`src/rtl/uart_rx_param.sv`:
```
// Oversampling UART receiver: 3-sample majority vote, false-start reject, 1/2 stop bits,
// framing/overrun flags, valid/ready output. Optional parity when UART_RX_PARITY_EN is defined.
module uart_rx_param #(
    parameter int unsigned DATA_W      = 8,
    parameter int unsigned OVS         = 16,
    parameter int unsigned SYNC_STAGES = 2
) (
    input  logic              clk_i,
    input  logic              rst_ni,
    input  logic              rx_i,
    input  logic              tick_i,
    input  logic [3:0]        cfg_nbits_i,
    input  logic              cfg_stop2_i,
`ifdef UART_RX_PARITY_EN
    input  logic              cfg_par_en_i,
    input  logic              cfg_par_odd_i,
    output logic              parity_err_o,
`endif
    output logic [DATA_W-1:0] rx_data_o,
    output logic              rx_valid_o,
    input  logic              rx_ready_i,
    output logic              frame_err_o,
    output logic              overrun_o,
    output logic              busy_o
);

    localparam int unsigned CntW = $clog2(OVS);
    localparam logic [CntW-1:0] CntS0  = CntW'(OVS / 2 - 1);
    localparam logic [CntW-1:0] CntS1  = CntW'(OVS / 2);
    localparam logic [CntW-1:0] CntV   = CntW'(OVS / 2 + 1);
    localparam logic [CntW-1:0] CntEnd = CntW'(OVS - 1);

    typedef enum logic [2:0] {StIdle, StStart, StData, StParity, StStop} state_e;

    state_e              state_q, state_d;
    logic [SYNC_STAGES-1:0] sync_q;
    logic [CntW-1:0]     cnt_q, cnt_d;
    logic [1:0]          samp_q, samp_d;
    logic [3:0]          bit_q, bit_d;
    logic [3:0]          nbits_q, nbits_d;
    logic                stop2_q, stop2_d;
    logic                stop_idx_q, stop_idx_d;
    logic                armed_q, armed_d;
    logic [DATA_W-1:0]   shreg_q, shreg_d;
    logic                ferr_q, ferr_d;
    logic                commit_q, commit_d;
    logic [DATA_W-1:0]   rx_data_q;
    logic                rx_valid_q, frame_err_q, overrun_q;
`ifdef UART_RX_PARITY_EN
    logic                par_en_q, par_en_d, par_odd_q, par_odd_d, perr_q, perr_d;
    logic                parity_err_q;
`endif

    logic       rx_s, vote, at_vote, at_end;
    logic [3:0] nb_clamp;

    assign rx_s     = sync_q[SYNC_STAGES-1];
    assign vote     = (samp_q[0] & samp_q[1]) | (samp_q[0] & rx_s) | (samp_q[1] & rx_s);
    assign at_vote  = tick_i && (cnt_q == CntV);
    assign at_end   = tick_i && (cnt_q == CntEnd);
    assign nb_clamp = (cfg_nbits_i < 4'd5 || cfg_nbits_i > 4'(DATA_W)) ? 4'(DATA_W) : cfg_nbits_i;

    always_comb begin
        state_d    = state_q;
        cnt_d      = cnt_q;
        samp_d     = samp_q;
        bit_d      = bit_q;
        nbits_d    = nbits_q;
        stop2_d    = stop2_q;
        stop_idx_d = stop_idx_q;
        armed_d    = armed_q;
        shreg_d    = shreg_q;
        ferr_d     = ferr_q;
        commit_d   = 1'b0;
`ifdef UART_RX_PARITY_EN
        par_en_d   = par_en_q;
        par_odd_d  = par_odd_q;
        perr_d     = perr_q;
`endif
        // The third vote sample is taken live from rx_s at CntV.
        if (tick_i && state_q != StIdle) begin
            cnt_d = cnt_q + 1'b1;
            if (cnt_q == CntS0) samp_d[0] = rx_s;
            if (cnt_q == CntS1) samp_d[1] = rx_s;
        end
        unique case (state_q)
            StIdle: begin
                if (rx_s) begin
                    armed_d = 1'b1;
                end else if (armed_q) begin
                    state_d = StStart;
                    cnt_d   = '0;
                    armed_d = 1'b0;
                end
            end
            StStart: begin
                if (at_vote) begin
                    if (vote) begin
                        state_d = StIdle;
                    end else begin
                        nbits_d = nb_clamp;
                        stop2_d = cfg_stop2_i;
                        shreg_d = '0;
                        ferr_d  = 1'b0;
                        bit_d   = '0;
`ifdef UART_RX_PARITY_EN
                        par_en_d  = cfg_par_en_i;
                        par_odd_d = cfg_par_odd_i;
                        perr_d    = 1'b0;
`endif
                    end
                end
                if (at_end) state_d = StData;
            end
            StData: begin
                if (at_vote) begin
                    for (int i = 0; i < int'(DATA_W); i++) begin
                        if (bit_q == 4'(i)) shreg_d[i] = vote;
                    end
                end
                if (at_end) begin
                    if (bit_q == nbits_q - 4'd1) begin
                        stop_idx_d = 1'b0;
`ifdef UART_RX_PARITY_EN
                        state_d = par_en_q ? StParity : StStop;
`else
                        state_d = StStop;
`endif
                    end else begin
                        bit_d = bit_q + 4'd1;
                    end
                end
            end
`ifdef UART_RX_PARITY_EN
            StParity: begin
                if (at_vote) perr_d = vote ^ (^shreg_q) ^ par_odd_q;
                if (at_end) state_d = StStop;
            end
`endif
            StStop: begin
                if (at_vote) begin
                    if (!vote) ferr_d = 1'b1;
                    // Commit half a bit early so the next start edge can resync.
                    if (stop_idx_q == stop2_q) begin
                        commit_d = 1'b1;
                        state_d  = StIdle;
                    end
                end
                if (at_end) stop_idx_d = 1'b1;
            end
            default: state_d = StIdle;
        endcase
    end

    always_ff @(posedge clk_i or negedge rst_ni) begin
        if (!rst_ni) begin
            state_q    <= StIdle;
            sync_q     <= '1;
            cnt_q      <= '0;
            samp_q     <= '0;
            bit_q      <= '0;
            nbits_q    <= 4'(DATA_W);
            stop2_q    <= 1'b0;
            stop_idx_q <= 1'b0;
            armed_q    <= 1'b0;
            shreg_q    <= '0;
            ferr_q     <= 1'b0;
            commit_q   <= 1'b0;
`ifdef UART_RX_PARITY_EN
            par_en_q   <= 1'b0;
            par_odd_q  <= 1'b0;
            perr_q     <= 1'b0;
`endif
        end else begin
            state_q    <= state_d;
            sync_q     <= {sync_q[SYNC_STAGES-2:0], rx_i};
            cnt_q      <= cnt_d;
            samp_q     <= samp_d;
            bit_q      <= bit_d;
            nbits_q    <= nbits_d;
            stop2_q    <= stop2_d;
            stop_idx_q <= stop_idx_d;
            armed_q    <= armed_d;
            shreg_q    <= shreg_d;
            ferr_q     <= ferr_d;
            commit_q   <= commit_d;
`ifdef UART_RX_PARITY_EN
            par_en_q   <= par_en_d;
            par_odd_q  <= par_odd_d;
            perr_q     <= perr_d;
`endif
        end
    end

    always_ff @(posedge clk_i or negedge rst_ni) begin
        if (!rst_ni) begin
            rx_data_q    <= '0;
            rx_valid_q   <= 1'b0;
            frame_err_q  <= 1'b0;
            overrun_q    <= 1'b0;
`ifdef UART_RX_PARITY_EN
            parity_err_q <= 1'b0;
`endif
        end else begin
            overrun_q <= 1'b0;
            if (commit_q) begin
                if (!rx_valid_q || rx_ready_i) begin
                    rx_data_q    <= shreg_q;
                    rx_valid_q   <= 1'b1;
                    frame_err_q  <= ferr_q;
`ifdef UART_RX_PARITY_EN
                    parity_err_q <= perr_q;
`endif
                end else begin
                    overrun_q <= 1'b1;
                end
            end else if (rx_valid_q && rx_ready_i) begin
                rx_valid_q <= 1'b0;
            end
        end
    end

    assign rx_data_o   = rx_data_q;
    assign rx_valid_o  = rx_valid_q;
    assign frame_err_o = frame_err_q;
    assign overrun_o   = overrun_q;
    assign busy_o      = (state_q != StIdle);
`ifdef UART_RX_PARITY_EN
    assign parity_err_o = parity_err_q;
`endif

endmodule
```
`config.mk`:
```
export PLATFORM = sky130hd
export DESIGN_NAME = uart_rx_param
export DESIGN_NICKNAME = d
export VERILOG_FILES = /design/src/rtl/uart_rx_param.sv
export SDC_FILE = /design/constraint.sdc
export NUM_CORES = 1
export LEC_CHECK = 0
export ABC_AREA = 1
export CAP_MARGIN = 20
export CORE_AREA = 2 2 78 80
export DETAILED_ROUTE_END_ITERATION = 8
export DIE_AREA = 0 0 80 82
export SYNTH_ARGS = -nofsm -noshare
export SYNTH_HDL_FRONTEND = slang
export SYNTH_SLANG_ARGS = --single-unit
```
`constraint.sdc`:
```
create_clock -name clk_i -period 1.95 [get_ports clk_i]
set_input_delay 0.39 -clock clk_i [delete_from_list [all_inputs] [get_ports clk_i]]
set_output_delay 0.39 -clock clk_i [all_outputs]
set_load 0.1 [all_outputs]
```
======== Word-level counts from Yosys, hierarchy flattened ========
Index checks and enable logic that the tools add are counted.
storage, ports and cells
  flip-flop bits (word level) ............. 43
  bits in latches ......................... 0
  RAM bits ................................ 0
  bits in read-only memories .............. 0
  input port bits ......................... 10
  logic and storage cells ................. 155
  memories kept ........................... 0
cells by class
  add/sub/neg operators ................... 3
  multipliers ............................. 0
  divide/modulo/power cells ............... 0
  magnitude comparators ................... 2
  eq/ne operators ......................... 39
  shift operators ......................... 0
  multiplexer cells ....................... 50
  bitwise operators ....................... 6
  reduce and logical (&&, ||, !) cells .... 31
operator list
  kind                   number
  $reduce_and A5 Y1      10
  $ne A2 B2 Y1 const B   20
  $mux W4                9
  $mux W3                9
  $mux W1                24
  $mux W8                3
  $eq A4 B3 Y1 const B   5
  $pmux W8 S2            1
  $eq A4 B4 Y1 const B   3
  $pmux W3 S4            1
  $add A4 B1 Y4 const B  2
  $eq A4 B2 Y1 const B   2
  $pmux W4 S2            1
  $reduce_and A2 Y1      4
  $reduce_and A8 Y1      1
  $reduce_bool A2 Y1     4
  $ne A3 B3 Y1 const B   2
  $eq A4 B1 Y1 const B   1
  $eq A4 B4 Y1           1
  $gt A4 B4 Y1 const B   1
  $logic_and A1 B1 Y1    4
  $logic_not A4 Y1       1
  $lt A4 B3 Y1 const B   1
  $pmux W1 S2            2
  other kinds (15)       19

======== Logic depth before layout (Yosys ltp) ========
Gate-level depths: netlist (run 1).
  depth in word-level cells ............... 7
  gate-level depth with buffers ........... 14
  depth with buffers taken out ............ 14

======== Least setup slack after synthesis (run 1) ========
OpenSTA, ideal clock, no wires.
  path kind ............................... register to register
  start point ............................. register state_q[1]
  end point ............................... register cnt_q[3]
  data arrival time ....................... 1739 ps
  data required time ...................... 1827 ps
  setup slack ............................. 88 ps
  cell stages (with the launch flop) ...... 7
  path buffers ............................ 0
  cell sequence ........................... dfrtp_1 inv_2 nand3_2 nor3_1 inv_1 o21ai_1 a21oi_1
on the way
  cells in the longest elaborated chain, start to end .. 6
  elaborated cells on any way between the ends .. 7
RTL lines
  what                     line  source
  from (decl)              35    state_e state_q, state_d;
  from (signal assigned)   157   state_q <= StIdle;
  from (signal assigned)   175   state_q <= state_d;
  $reduce_bool A3 Y1 (*)   -
  via busy_o               24    output logic busy_o
  $logic_and A1 B1 Y1 (*)  81    if (tick_i && state_q != StIdle) begin
  $mux W4 (*)              81
  $mux W4                  90    end else if (armed_q) begin
  $mux W4                  88    if (rx_s) begin
  $mux W4 (*)              86    unique case (state_q)
  via cnt_d[3]             37    logic [CntW-1:0] cnt_q, cnt_d;
  to (signal assigned)     177   cnt_q <= cnt_d;
  to (decl)                37
Mark *: on every way through the listed nets, which the timed path passes. The rest lies on a longest branch.
A chain may end at the register's enable or synchronous reset.

======== Final worst setup path (run 1) ========
  start point ............................. register nbits_q[0]
  end point ............................... register bit_q[0]
on the way
  cells in the longest elaborated chain, start to end .. 4
RTL lines
  what                                line  source
  from (decl)                         40    logic [3:0] nbits_q, nbits_d;
  from (signal assigned)              162   nbits_q <= 4'(DATA_W);
  from (signal assigned)              180   nbits_q <= nbits_d;
  $sub A4 B1 Y4                       122   if (bit_q == nbits_q - 4'd1) begin
  $eq A4 B4 Y1                        122
  $ne A2 B2 Y1 (no source line)       -
  $reduce_and A5 Y1 (no source line)  -
  to (signal assigned)                179   bit_q <= bit_d;
  to (decl)                           39    logic [3:0] bit_q, bit_d;
Every way passes these cells.

==> qor.csv, run 1 <==
stage,metric,value,unit
critical_path,cp_data_required_time,2150,ps
placement,dpl.hpwl,3040,µm
critical_path,startpoint_type,flip-flop,
final_layout,syn2layout_area_growth,19.6,%
floorplan,die_x,80,µm
synthesis,synth_nets,264,
cts,hold_buffers,0,
cts,cts_tree,done,
floorplan,initial_core_util,0.390,
critical_path,startpoint,nbits_q[0],
drt,wl_per_cell,11.3,µm
pwr,cellPowerDensity,1050,nW/µm²
critical_path,path_common_cell,nand2_1,
global_route,antenna_found_initial,0,
global_route,grt_max_degree,24,
final_layout,diodes,0,
critical_path,crit_path_max_incr_delay,390,ps
drt,drtIter0Drc,68,
timing,hold_ws,67.1,ps
critical_path,r2r-end,bit_q[0],
timing,max_freq,0.594,GHz
cts,cts_resized,0,
outcome,status,"finished, final reports clean",
worst_hold_path,min_path_type,in2async,
critical_path,r2r-start,nbits_q[0],
timing,setup_viol,0,
floorplan,core,5750,µm²
global_route,overflow,0,
global_route,grt_pass1_vias,1612,
critical_path,path_max_fanout,4,
critical_path,worst_path_dominant_cell_family,simple AND/OR/NAND/NOR gates,
global_route,use_met1,0.190,
drt,ant_nets,0,
synthesis,synth_area,2240,µm²
cts,clockRootBuffer,clkbuf_8,
timing,rsz0062_at_grt,false,
drt,drt_wl_total,4000,µm
cts,cts.sinks,43,
critical_path,crit_path_top_delay_cell,dfrtp_1,
synthesis,synth_area_leaders,"dfrtp_1 45%, nand2_1 11%, ha_1 4.5%",
drt,route.detailed.drc,0,
cts,numCtsBuffers,5,
final_layout,drive_gt1_frac,0.237,
synthesis,yosysUniqueCellTypes,38,
global_route,track_usage,0.143,
synthesis,syn_inst,246,
synthesis,postSynthRegisterBits,43,
synthesis,syn_area_per_cell,9.10,µm²
synthesis,seq_area_frac_synth,0.482,
cts,worstSkewPairLatency,300,ps
global_route,gr-usage-met2,0.225,
floorplan,ioPinCount,22,
timing,relSlewSlack,0.644,
global_route,grt_first_pass_wirelength,7170,µm
cts,path_clk_slew,80,ps
critical_path,critPathCaptureType,flip-flop,
timing,worstMarginPinSlew,530,ps
timing,slew_viol_final,0,
synthesis,yosys_warnings,0,
cts,max-clock-path-buffers,2,
global_route,top_usage_layer,met2,
synthesis,synth_top_area_frac,0.447,
placement,place_congestion,0.868,
timing,period_needed,1680,ps
critical_path,path_class,reg2reg,
floorplan,core.rowCount,28,
critical_path,r2r_cells,11,
final_layout,finish.net_count,296,
global_route,use_met3,0.0330,
timing,timing.final.hold_violations,0,
synthesis,yosys.area.top_type,dfrtp_1,
flow_run,max_cap_viol_count,0,
critical_path,reg2reg_slack,270,ps
critical_path,worst-path-buf-inv,1,
drt,drt_first_pass_iters,4,
critical_path,path_cells,inv_1 > ha_1 > or2_0 > nand3_1 > nor2_1 > nand2_1 > nand2_1 > nand2_1 > nand2_4 > nand2_1 > nand2_1,
placement,port_buffers,21,
pwr,power.leakage,1.28,nW
pwr,irDropWorstVdd,0.000481,V
floorplan,dieArea,6560,µm²
timing,tns,0,ps
critical_path,cp.arrival,1880,ps
timing,fin_skew,8.31,ps
cts,cts_max_level,2,
floorplan,die_height,82,µm
drt,routed_via_density,4.66,
cts,cts_setup_buffers,0,
timing,fin_crit_sh,0.864,
drt,vias,1650,
## flip-flops by register name, summed over array words and instances, names as in the netlist, 2 cells and up
register	flops
cnt_q	4
shreg_q	8
rx_data_o	8
state_q	3
nbits_q	4
sync_q	2
bit_q	4
samp_q	2
## metrics by stage
step                instances   util  power, mW  setup slack [ps]  area [µm²]
floorplan                 246      -       1.86              87.6        2240
global placement          346  0.445       2.09              76.9        2560
detailed placement        346  0.445       2.11              46.1        2560
CTS                       354  0.466       2.84               256        2680
global route              354  0.466       3.01               119        2680
finish                    354  0.466       2.81               266        2680
## Yosys cell counts, drive strengths merged
cell / instances
a211oi: 1
a21oi: 3
a31oi: 1
buf: 2
clkinv: 3
dfrtp: 40
dfstp: 3
ha: 8
inv: 31
mux2: 8
nand2: 69
nand3: 18
nand4: 5
nor2: 10
nor3: 6
nor3b: 1
o211ai: 1
o21a: 1
o21ai: 29
o22ai: 1
or2: 2
xnor2: 1
xor2: 2
## final cells by class
class                   instances  area, µm²
clock buffers                   6       82.6
clock inverters                 2       35.0
fillers                       578       3070
inverters                      34        138
multi-input cells             167        990
flip-flops and latches         43       1080
well taps                      75       93.8
repair buffers                 27        258
## cell families (layout without fill, tap and decap cells)
kind of cell | after synthesis | in the layout | share of synthesized area
AO/OA/AOI/OAI | 37 | 37 | 0.0956
XOR/XNOR | 3 | 3 | 0.0117
adder cells (fa/ha/maj) | 8 | 8 | 0.0447
buffers and inverters | 36 | 69 | 0.0755
flip-flops | 43 | 43 | 0.482
multiplexers | 8 | 8 | 0.0402
AND/OR/NAND/NOR | 111 | 111 | 0.250
## where the power goes
group	switching [mW]	total (mW)	internal [mW]	leakage, nW
combinational	0.599	0.921	0.322	0.662
sequential	0.108	1.17	1.06	0.559
clock	0.305	0.719	0.415	0.0612
total	1.01	2.81	1.79	1.28
## worst max path at each step
stage | endpoint | depth (start not counted)
3_5_place_dp | nbits_q[3] | 10
5_1_grt | bit_q[3] | 14
2_1_floorplan | cnt_q[3] | 6
4_1_cts | bit_q[0] | 11
6_report | bit_q[0] | 11
3_3_place_gp | nbits_q[3] | 10
## cells in the final DEF, fill, tap and decap left out, types with 2 or more instances in the layout
cell and n:
nand4_1 5, dfrtp_1 40, inv_1 22, nor3_4 2, nand3_2 2, nand2_2 2, o21ai_0 12, o21ai_2 2
nor3_1 4, o21ai_1 14, xor2_1 2, buf_12 3, a21oi_1 3, nor2_1 8, ha_1 8, clkinv_2 3
clkdlybuf4s50_1 8, nand3_1 15, buf_4 15, mux2_2 8, clkbuf_8 6, dfstp_2 3, nand2_1 64, nand2_4 3
inv_2 8
## per-layer routing
layer / vias to the layer above / routed length (µm)
met5: - / 0
met4: 0 / 76
met3: 6 / 165
met2: 31 / 1790
met1: 752 / 1970
li1: 861 / -
No activity file was read; power rests on OpenSTA's default activity.
==> run 2, diff against run 1 <==
--- a/config.mk
+++ b/config.mk
@@ -6,7 +6,7 @@
 export NUM_CORES = 1
 export LEC_CHECK = 0
 export ABC_AREA = 1
-export CAP_MARGIN = 20
+export CAP_MARGIN = 10
 export CORE_AREA = 2 2 78 80
 export DETAILED_ROUTE_END_ITERATION = 8
 export DIE_AREA = 0 0 80 82
==> results of run 2 <==
Same layout as run 1: the final DEF is identical, and so are final timing and power.
==> run 3, diff against run 2 <==
--- a/config.mk
+++ b/config.mk
@@ -7,9 +7,10 @@
 export LEC_CHECK = 0
 export ABC_AREA = 1
 export CAP_MARGIN = 10
-export CORE_AREA = 2 2 78 80
+export CORE_AREA = 2 2 90 92
 export DETAILED_ROUTE_END_ITERATION = 8
-export DIE_AREA = 0 0 80 82
+export DIE_AREA = 0 0 92 94
+export SLEW_MARGIN = 5
 export SYNTH_ARGS = -nofsm -noshare
 export SYNTH_HDL_FRONTEND = slang
 export SYNTH_SLANG_ARGS = --single-unit
==> qor.csv, run 3 (synthesis results as in run 1) <==
stage,metric,value,unit
global_route,grt_pass1_vias,1548,
critical_path,path_max_fanout,7,
critical_path,reg2reg_slack,280,ps
final_layout,finish.net_count,297,
cts,cts_max_level,2,
critical_path,critPathCaptureType,primary output,
pwr,pwr-share-clk,0.218,
timing,setup_viol,0,
pwr,pwr-share-seq,0.434,
timing,rsz0062_at_grt,false,
critical_path,crit_path_max_incr_delay,470,ps
pwr,irDropWorstVdd,0.000337,V
global_route,grt_max_degree,44,
final_layout,stdcell_count,382,
critical_path,startpoint_type,flip-flop,
drt,vias,1633,
critical_path,r2r-start,nbits_q[0],
timing,hold_ws,158,ps
cts,worstSkewPairLatency,290,ps
critical_path,r2r_cells,11,
global_route,grt_first_pass_wirelength,7090,µm
floorplan,die_height,94,µm
critical_path,cp.arrival,1300,ps
timing,fin_crit_sh,0.865,
floorplan,core.rowCount,32,
timing,relSlewSlack,0.637,
floorplan,initial_core_util,0.294,
critical_path,r2r-end,bit_q[1],
critical_path,path_cells,inv_2 > nand3_2 > buf_12,
cts,hold_buffers,0,
placement,dp.cells,374,
pwr,p_comb_frac,0.348,
cts,cts_resized,0,
final_layout,multi_input_area,990,µm²
critical_path,crit_path_top_delay_cell,dfrtp_1,
drt,ant_nets,0,
cts,clockRootBuffer,clkbuf_8,
final_layout,fillers,789,
final_layout,final_core_util,0.351,
cts,cts.sinks,43,
floorplan,die_x,92,µm
placement,place_congestion,0.809,
flow_run,max_cap_viol_count,0,
timing,max_freq,0.593,GHz
timing,slew_viol_final,0,
cts,path_clk_slew,90,ps
timing,worstMarginPinSlew,544,ps
worst_hold_path,min_path_type,in2async,
floorplan,dieArea,8650,µm²
floorplan,core,7610,µm²
drt,drt_first_pass_iters,4,
final_layout,seq_area,1080,µm²
timing,timing.final.hold_violations,0,
drt,drtIter0Drc,78,
cts,cts_tree,done,
drt,route.detailed.drc,0,
final_layout,final_common_cell,nand2_1,
placement,dpl.hpwl,2960,µm
drt,drt_wl_total,3970,µm
pwr,p_sw_frac,0.388,
placement,port_buffers,21,
final_layout,drive_gt1_frac,0.239,
global_route,track_usage,0.102,
floorplan,ioPinCount,22,
cts,max-clock-path-buffers,2,
final_layout,mostFrequentLayoutCells,"64 x nand2_1, 40 x dfrtp_1, 22 x inv_1",
critical_path,path_class,reg2out,
timing,fin_skew,2.84,ps
global_route,antenna_found_initial,0,
pwr,power.switching,1.04,mW
timing,tns,0,ps
final_layout,syn2layout_area_growth,19.2,%
pwr,power.leakage,1.26,nW
global_route,overflow,0,
drt,wl_per_cell,10.4,µm
pwr,cellPowerDensity,1000,nW/µm²
final_layout,diodes,0,
outcome,status,"finished, final reports clean",
critical_path,worst_path_dominant_cell_family,flip-flops,
critical_path,cp_data_required_time,1560,ps
cts,numCtsBuffers,5,
timing,period_needed,1690,ps
critical_path,worst-path-buf-inv,2,
pwr,intPower,1.64,mW
drt,routed_via_density,4.27,
cts,cts_setup_buffers,0,
-- run 3: cell count changes in the layout (fill, tap and decap cells not counted), sizes merged --
| cell | delta |
|---|---|
| inv | +1 |
| buf | +1 |
| clkbuf | -1 |
| bufinv | -1 |
| clkinvlp | +2 |
| clkinv | -1 |
-- run 3: worst reg2reg max path, cell delays in order, from the launching register on --
cell,delay (ps)
dfrtp_1,380
inv_1,120
ha_1,260
or2_0,200
nand3_1,80
nor2_1,70
nand2_1,90
nand2_1,60
nand2_1,130
nand2_4,80
nand2_1,60
nand2_1,50
-- run 3: metal layers --
| metal | share of wire | global-route usage | vias up | wire length (µm) |
|---|---|---|---|---|
| met2 | 0.43 | 0.155 | 25 | 1700 |
| li1 | - | - | 867 | - |
| met5 | 0 | 0 | - | 0 |
| met1 | 0.52 | 0.144 | 736 | 2070 |
| met3 | 0.037 | 0.0265 | 5 | 147 |
| met4 | 0.012 | 0.0299 | 0 | 49 |
-- run 3: worst max-delay path by stage --
stage / depth (start not counted) / start / endpoint / slack (ps)
2_1_floorplan: 6 / state_q[1] / cnt_q[3] / 90
3_3_place_gp: 9 / tick_i / shreg_q[5] / 70
3_5_place_dp: 9 / tick_i / shreg_q[7] / 60
4_1_cts: 3 / state_q[1] / busy_o / 250
5_1_grt: 14 / nbits_q[0] / bit_q[2] / 70
6_report: 3 / state_q[1] / busy_o / 260
-- run 3: power by group through the flow --
stage | combinational (mW) | clock [mW] | sequential, mW
CTS | 0.944 | 0.613 | 1.16
global route | 1.07 | 0.657 | 1.18
finish | 0.931 | 0.582 | 1.16
floorplan | 0.707 | 0 | 1.16
global placement | 0.912 | 0 | 1.18
detailed placement | 0.939 | 0 | 1.18
-- run 3: cell type report --
cell class,count,area share
Sequential cell,43,0.405
Multi-Input combinational cell,167,0.371
Timing Repair Buffer,28,0.0901
Inverter,34,0.0516
Tap cell,102,0.0478
Clock buffer,5,0.0258
Clock inverter,3,0.00891
-- run 3: per-stage QoR --
stage / power, mW / area, µm² / setup slack [ps]
after floorplan: 1.86 / 2240 / 87.6
after global placement: 2.09 / 2570 / 71.4
after detailed placement: 2.12 / 2570 / 57.9
after CTS: 2.72 / 2670 / 253
after global routing: 2.90 / 2670 / 70.8
final: 2.68 / 2670 / 262
